==> config.mk <==
export PLATFORM = sky130hd
export DESIGN_NAME = can_periodic_tx
export DESIGN_NICKNAME = d
export VERILOG_FILES = /design/src/rtl/can_periodic_tx.sv
export SDC_FILE = /design/constraint.sdc
export NUM_CORES = 1
export LEC_CHECK = 0
export CAP_MARGIN = 10
export CORE_ASPECT_RATIO = 1.2
export CORE_MARGIN = 2
export CORE_UTILIZATION = 59
export CTS_CLUSTER_DIAMETER = 60
export DETAILED_ROUTE_END_ITERATION = 12
export DONT_BUFFER_PORTS = 1
export GPL_TIMING_DRIVEN = 0
export PLACE_DENSITY = 0.78
export SLEW_MARGIN = 20
export SYNTH_ARGS = -nofsm -noshare
export SYNTH_HDL_FRONTEND = slang
export SYNTH_SLANG_ARGS = --single-unit
==> constraint.sdc <==
create_clock -name can1_clk -period 3.2 [get_ports can1_clk]
set_input_delay 0.64 -clock can1_clk [delete_from_list [all_inputs] [get_ports can1_clk]]
set_output_delay 0.64 -clock can1_clk [all_outputs]
set_load 0.02 [all_outputs]
==> src/rtl/can_periodic_tx.sv <==
// Periodic CAN transmit scheduler: N_CH free-running period counters feed sticky pending flags,
// which a round-robin arbiter drains into a single registered output word. Option: CAN_PERIODIC_TX_OVERRUN_EN.
module can_periodic_tx #(
    parameter int unsigned N_CH  = 4,
    parameter int unsigned CNT_W = 20,
    parameter int unsigned SEQ_W = 28
) (
    input  logic                    can1_clk,
    input  logic                    can1_rstn,
    input  logic [N_CH-1:0]         ch_en_i,
    input  logic [N_CH*CNT_W-1:0]   cfg_period_i,
    output logic                    tx_valid_o,
    input  logic                    tx_ready_i,
    output logic [31:0]             tx_data_o,
    output logic [15:0]             overrun_cnt_o
);
    localparam int unsigned IDX_W       = (N_CH > 1) ? $clog2(N_CH) : 1;
    localparam int unsigned SUM_W       = IDX_W + 1;
    localparam int unsigned CH_FIELD_W  = 4;
    localparam int unsigned SEQ_FIELD_W = 28;

    logic [N_CH-1:0][CNT_W-1:0] cnt_q, cnt_d;
    logic [N_CH-1:0][SEQ_W-1:0] seq_q, seq_d;
    logic [N_CH-1:0]            pend_q, pend_d;
    logic [IDX_W-1:0]           rr_q, rr_d;
    logic                       tx_valid_q, tx_valid_d;
    logic [31:0]                tx_data_q, tx_data_d;

    logic [N_CH-1:0]            active;
    logic [N_CH-1:0]            tick;
    logic [N_CH-1:0]            eligible;
    logic [N_CH-1:0]            grant_oh;
    logic [IDX_W-1:0]           grant_idx;
    logic [IDX_W-1:0]           idx;
    logic [SUM_W-1:0]           sum;
    logic                       found;
    logic                       load;

    // Per-channel counter: ticks at P-1, wraps silently if the period shrank below the count
    for (genvar g = 0; g < N_CH; g++) begin : g_ch
        logic [CNT_W-1:0] period;
        assign period    = cfg_period_i[g*CNT_W +: CNT_W];
        assign active[g] = ch_en_i[g] && (period != '0);
        assign tick[g]   = active[g] && (cnt_q[g] == period - CNT_W'(1));
        assign cnt_d[g]  = (!active[g] || (cnt_q[g] >= period - CNT_W'(1))) ? '0
                                                                            : cnt_q[g] + CNT_W'(1);
    end

    // A disabled channel's stale pending flag must never win arbitration
    assign eligible = pend_q & active;

    // Round-robin search starting at rr_q
    always_comb begin
        found     = 1'b0;
        grant_idx = '0;
        grant_oh  = '0;
        sum       = '0;
        idx       = '0;
        for (int unsigned off = 0; off < N_CH; off++) begin
            sum = {1'b0, rr_q} + SUM_W'(off);
            if (sum >= SUM_W'(N_CH)) begin
                sum = sum - SUM_W'(N_CH);
            end
            idx = sum[IDX_W-1:0];
            if (!found && eligible[idx]) begin
                found     = 1'b1;
                grant_idx = idx;
            end
        end
        load = (!tx_valid_q || tx_ready_i) && found;
        if (load) begin
            grant_oh[grant_idx] = 1'b1;
        end
    end

    // Output stage, sequence numbers, arbitration pointer and pending flags
    always_comb begin
        tx_valid_d = tx_valid_q;
        tx_data_d  = tx_data_q;
        seq_d      = seq_q;
        rr_d       = rr_q;
        if (load) begin
            tx_valid_d       = 1'b1;
            tx_data_d        = {CH_FIELD_W'(grant_idx), SEQ_FIELD_W'(seq_q[grant_idx])};
            seq_d[grant_idx] = seq_q[grant_idx] + SEQ_W'(1);
            rr_d             = (grant_idx == IDX_W'(N_CH - 1)) ? '0 : grant_idx + IDX_W'(1);
        end else if (tx_ready_i) begin
            tx_valid_d = 1'b0;
        end
        pend_d = (tick | (pend_q & ~grant_oh)) & active;
    end

    always_ff @(posedge can1_clk or negedge can1_rstn) begin
        if (!can1_rstn) begin
            cnt_q      <= '0;
            seq_q      <= '0;
            pend_q     <= '0;
            rr_q       <= '0;
            tx_valid_q <= 1'b0;
            tx_data_q  <= '0;
        end else begin
            cnt_q      <= cnt_d;
            seq_q      <= seq_d;
            pend_q     <= pend_d;
            rr_q       <= rr_d;
            tx_valid_q <= tx_valid_d;
            tx_data_q  <= tx_data_d;
        end
    end

    assign tx_valid_o = tx_valid_q;
    assign tx_data_o  = tx_data_q;

`ifdef CAN_PERIODIC_TX_OVERRUN_EN
    logic [N_CH-1:0] ovr_evt;
    logic [16:0]     ovr_sum;
    logic [15:0]     overrun_cnt_q, overrun_cnt_d;

    // Tick that finds its flag still set and not being granted this cycle
    assign ovr_evt = tick & pend_q & ~grant_oh;

    always_comb begin
        ovr_sum       = {1'b0, overrun_cnt_q} + 17'($countones(ovr_evt));
        overrun_cnt_d = ovr_sum[16] ? 16'hFFFF : ovr_sum[15:0];
    end

    always_ff @(posedge can1_clk or negedge can1_rstn) begin
        if (!can1_rstn) begin
            overrun_cnt_q <= '0;
        end else begin
            overrun_cnt_q <= overrun_cnt_d;
        end
    end

    assign overrun_cnt_o = overrun_cnt_q;
`else
    assign overrun_cnt_o = 16'h0000;
`endif

endmodule
# Word level (Yosys, flattened, before mapping)
# Cells that the tools add are included.
[op_classes]
magnitude_cmp = 14
n_reduce_logical = 31
eq_ne = 5
mux = 35
bitwise = 5
addsub = 17
[ops]
columns = ["cell", "count"]
rows = [
  ["112-bit bitwise mux", 1],
  ["20-bit by 1-bit adder with 20-bit output (second input constant)", 4],
  ["20-bit == test", 4],
  ["20-bit >= comparator", 4],
  ["20-bit 2-to-1 mux", 4],
  ["20-bit nonzero test", 4],
  ["20-bit by 1-bit subtractor with 20-bit output (second input constant)", 4],
  ["28-bit binary-select mux with 2-bit select", 1],
  ["28-bit demux with 2-bit select", 1],
  ["28-bit 2-to-1 mux", 2],
  ["28-bit by 1-bit adder with 28-bit output (second input constant)", 1],
  ["2-bit 2-to-1 mux", 9],
  ["2-bit by 3-bit less-than comparator with 1-bit output (second input constant)", 5],
  ["1-bit logical AND", 13],
  ["4-bit bitwise AND", 3],
  ["1-bit 2-to-1 mux", 11],
  ["3-bit >= comparator (second input constant)", 3],
  ["1-bit binary-select mux with 2-bit select", 4],
  ["1-bit zero test", 8],
  ["2-bit by 1-bit subtractor with 2-bit output (second input constant)", 4],
  ["2-bit by 2-bit adder with 3-bit output (second input constant)", 2],
  ["1-bit logical OR", 5],
  ["4-bit 2-to-1 mux", 1],
  ["4-bit NOT", 1],
  ["8 further kinds", 8],
]
[totals]
elab_cells = 119
ff_bits = 229

# Longest topological paths before layout
[logic_depth]
word_depth = 24
ltp_mapped = 18
depth_no_buf = 16

# Worst setup path after synthesis
# OpenSTA, ideal clock, no wires.
[synth_timing]
kind = "input to register"
from = "input port cfg_period_i[9]"
to = "register seq_q[26] (netlist name)"
t_arrival_ps = 4631
required_ps = 3131
setup_time_ps = 69
path_stages = 13
slack_ps = -1500
cell_sequence = "or4_4 -> or4b_1 -> o21a_1 -> o21a_1 -> o31a_1 -> a21oi_1 -> buf_2 -> mux2_2 -> or4_4 -> or3_1 -> clkbuf_2 -> or4_1 -> nand3_1"
[synth_between]
elab_chain_cells = 20
[synth_lines]
columns = ["element", "line", "source"]
rows = [
  ["start, declared", "11", "input logic [N_CH*CNT_W-1:0] cfg_period_i,"],
  ["20-bit nonzero test (*)", "43", "assign active[g] = ch_en_i[g] && (period != '0);"],
  ["1-bit logical AND (*)", "43", ""],
  ["4-bit bitwise AND (*)", "50", "assign eligible = pend_q & active;"],
  ["parallel branches: the longest is 17 deep, another holds 1-bit binary-select mux with 2-bit select", "--", ""],
  ["end signal, assigned", "103", "seq_q <= seq_d;"],
  ["end, declared", "23", "logic [N_CH-1:0][SEQ_W-1:0] seq_q, seq_d;"],
]
# Mark *: on every way between the ends. The select of a mux whose other input is x is not followed.
# A chain may end at the register's enable or synchronous reset.

# Worst setup path after layout
[layout_timing]
from = "input port cfg_period_i[9]"
to = "register seq_q[110] (netlist name)"
# The elaborated chain is that of the path after synthesis.

==> run_results.csv <==
group,metric,value,unit
power_and_ir_drop,finalPower,0.006245,W
sta,grt_setup_unrepaired,"yes",
synth,syn_area_per_cell,9.258,sq um
clock_tree,cts_root_buffer,"clkbuf_16",
final_layout,final_common_cell,"dfrtp_1",
synth,ys_seq_elements,229,
sta,fin_ws,-1.299,ns
synth,synth_enable_flop_cells,0,
synth,synthCells,1506,
final_layout,area_delta_synth_final,35.99,%
setup_path,crit_type,"in -> reg",
synth,synth_area_leaders,"dfrtp_1 41%, ha_1 8.6%, nand2_1 5.7%, xnor2_1 5.2%, nor2_1 5.0%",
final_layout,final_nets,1896,
placement,place_area,0.01486,sq mm
global_route,grt_pass1_wl,68530,microns
sta,hold_slack,-0.2062,ns
detailed_routing,vias,14070,
global_route,antenna_found_initial,2,
setup_path,crit_fanout,8,
die,dieArea,0.02488,sq mm
synth,synthDistinctLibCells,62,
detailed_routing,routedWlPerCell,26.71,microns
clock_tree,cts_buffers,24,
synth,synth_top_area_share,41.10,%
min_path,min_path_type,"in -> async",
sta,fin_skew,0.01865,ns
sta,maxSlewHeadroom,47.55,%
global_route,grt_max_degree,230,
final_layout,fillers,1240,
clock_tree,cts.sinks,229,
setup_path,endpoint_kind,"flip-flop",
synth,syn_area,0.01394,sq mm
detailed_routing,wirelength,54670,microns
detailed_routing,viasPerCell,6.873,
synth,ys_seq_area_share,41.10,%
sta,slew_viol_final,0,
die,core_area,0.02320,sq mm
detailed_routing,dr.first_iter.drc_count,1579,
final_layout,layout-drive-gt1-share,30.33,%
synth,synth_top_family_by_area,"simple AND/OR/NAND/NOR gates",
final_layout,utilization,81.71,%
placement,portBuffers,0,
synth,postSynth.asyncResetShare,100.0,%
run_status,violations,"negative hold slack, negative setup slack",
detailed_routing,drtPass1Iterations,6,
global_route,grt-ovfl-total,0,
power_and_ir_drop,powerDensity,329.4,mW/mm^2
clock_tree,htreeDepth,1,
synth,synthSimpleGateAreaFrac,22.03,%
clock_tree,cts_tree,"yes",
die,die_width,144.3,microns
synth,yosys.area.top_type,"dfrtp_1",
setup_path,startpoint_type,"input pin",
run_status,outcome,"finished with violations",
sta,fmax,0.2223,GHz
sta,final.min_clock_period,4.499,ns
clock_tree,ctsLongestPathBuffers,3,
clock_tree,clkSlewWorstSetupHoldPaths,0.06,ns
detailed_routing,drc_errors,0,
detailed_routing,wl_met2,24780,microns
die,die_y,172.4,microns
synth,synth_xor_area_share,9.800,%
synth,yosysWarningCount,0,
placement,pre_cts_ws,-1.968,ns
clock_tree,clock_latency,0.55,ns
detailed_routing,wl_met3,6551,microns
synth,synthAdderAreaFrac,8.615,%
final_layout,final_cell_mix,"229 x dfrtp_1, 184 x nand2_1, 164 x nor2_1",
sta,hold_viol,229,
placement,gp_congestion,0.8652,
placement,place_hpwl,24280,microns
detailed_routing,drtAntennaViolNets,0,
job,maxCapViolCount,0,
sta,setup_viol,169,
die,start_util,60.09,%
global_route,grt_use_total,35.16,%
power_and_ir_drop,p_leak,8.415,nW
setup_path,worstPathRequired,3.61,ns
final_layout,design_area,0.01896,sq mm
global_route,grt_pass1_vias,13480,
synth,synthFlopType,"dfrtp_1",
synth,synth.area.mux_share,5.304,%
detailed_routing,wl_met1,17660,microns
synth,synth_compound_area_share,9.719,%
power_and_ir_drop,peakVddDrop,0.3769,mV
detailed_routing,routed.top_layer,"met5",
sta,period_share,140.6,%
die,rows,61,
die,io-pin-count,136,
sta,worst_pin_slew,0.7868,ns
setup_path,arrival,4.91,ns
==> layout make-up <==
cell class	count	area, sq um	share of cell area (%)
Clock inverter	10	111.4	0.5873
Sequential cell	229	5731	30.23
Timing Repair Buffer	176	1807	9.529
Multi-Input combinational cell	1195	9333	49.22
Tap cell	315	394.1	2.079
Clock buffer	34	709.4	3.742
Inverter	25	102.6	0.5411
Antenna cell	1	2.502	0.01320
Buffer	62	769.5	4.059
==> state kept, by name, summed over array words and instances, names as in the netlist <==
register,cells
seq_q,112
cnt_q,80
tx_data_o,30
pend_q,4
rr_q,2
tx_valid_o,1
==> where the power goes <==
group	total, W	switching, W	leakage, nW	internal, W
sequential	0.00293	0.0000228	3.19	0.00291
clock	0.00299	0.00128	0.397	0.00171
combinational	0.000322	0.000172	4.83	0.000150
total	0.00625	0.00148	8.42	0.00477
==> Yosys cell counts, types with 25 or more instances <==
master    count
a21o_1       25
a31oi_1      40
clkbuf_1     44
dfrtp_1     229
ha_1         96
inv_1        25
nand2_1     212
nand3_1      61
nand4_1      46
nor2_1      184
nor3_1       27
nor4_1       26
o21ai_0      91
xnor2_1      82
xor2_1       74
==> worst max-delay path: stages <==
cell and delay (ns):
or4_4 0.52, or4b_4 0.55, o21a_1 0.24, nand2b_4 0.16, a211oi_4 0.21, buf_6 0.20
buf_12 0.17, buf_4 0.15, mux2i_1 0.32, mux2_2 0.30, and4_4 0.33, nand4_1 0.27
clkbuf_8 0.26, clkbuf_2 0.16, o311ai_1 0.33, nand3_2 0.09
==> routing by layer <==
| layer | track usage (%) | vias up |
|---|---|---|
| li1 | - | 5707 |
| met1 | 39.27 | 6681 |
| met2 | 60.54 | 1159 |
| met3 | 7.533 | 521 |
| met4 | 22.84 | 2 |
| met5 | 0 | - |
==> cell families (layout without fill, tap and decap cells) <==
family | Yosys count | in the layout
mux | 52 | 52
flops | 229 | 229
buf+inv | 99 | 307
fa+ha+maj | 96 | 96
simple gates | 654 | 654
other cells | 1 | 19
xor+xnor | 156 | 156
compound gates | 219 | 219
==> per-stage QoR <==
step / cells / hold slack [ns] / setup TNS, ns
floorplan: 1523 / 0.3444 / -122.89
detailed placement: 1838 / 0.3515 / -264.74
CTS: 1989 / -0.1783 / -85.02
global route: 2046 / -0.2091 / -128.66
global placement: 1838 / 0.3524 / -255.64
finish: 2047 / -0.2062 / -119.66
==> what timing repair did <==
item,in CTS,in global routing
buffers inserted,109,67
cloned,8,2
pin swaps,81,96
resized for setup,245,209
hold endpoints to repair,229,229
endpoints found under the setup margin,207,227
==> worst paths after layout <==
check | startpoint | to | slack [ns] | cells after the start
min in group can1_clk | ch_en_i[0] | pend_q[0] | 0.30 | 2
setup / recovery | cfg_period_i[9] | seq_q[110] | -1.30 | 16
hold reg to reg | seq_q[93] | seq_q[93] | 0.51 | 2
hold / removal | can1_rstn | cnt_q[35] | -0.21 | 0
max in group asynchronous | can1_rstn | cnt_q[71] | 2.74 | 0
setup reg to reg | pend_q[2] | seq_q[110] | -0.74 | 15
Note: power is estimated with default switching activity, not from simulation.
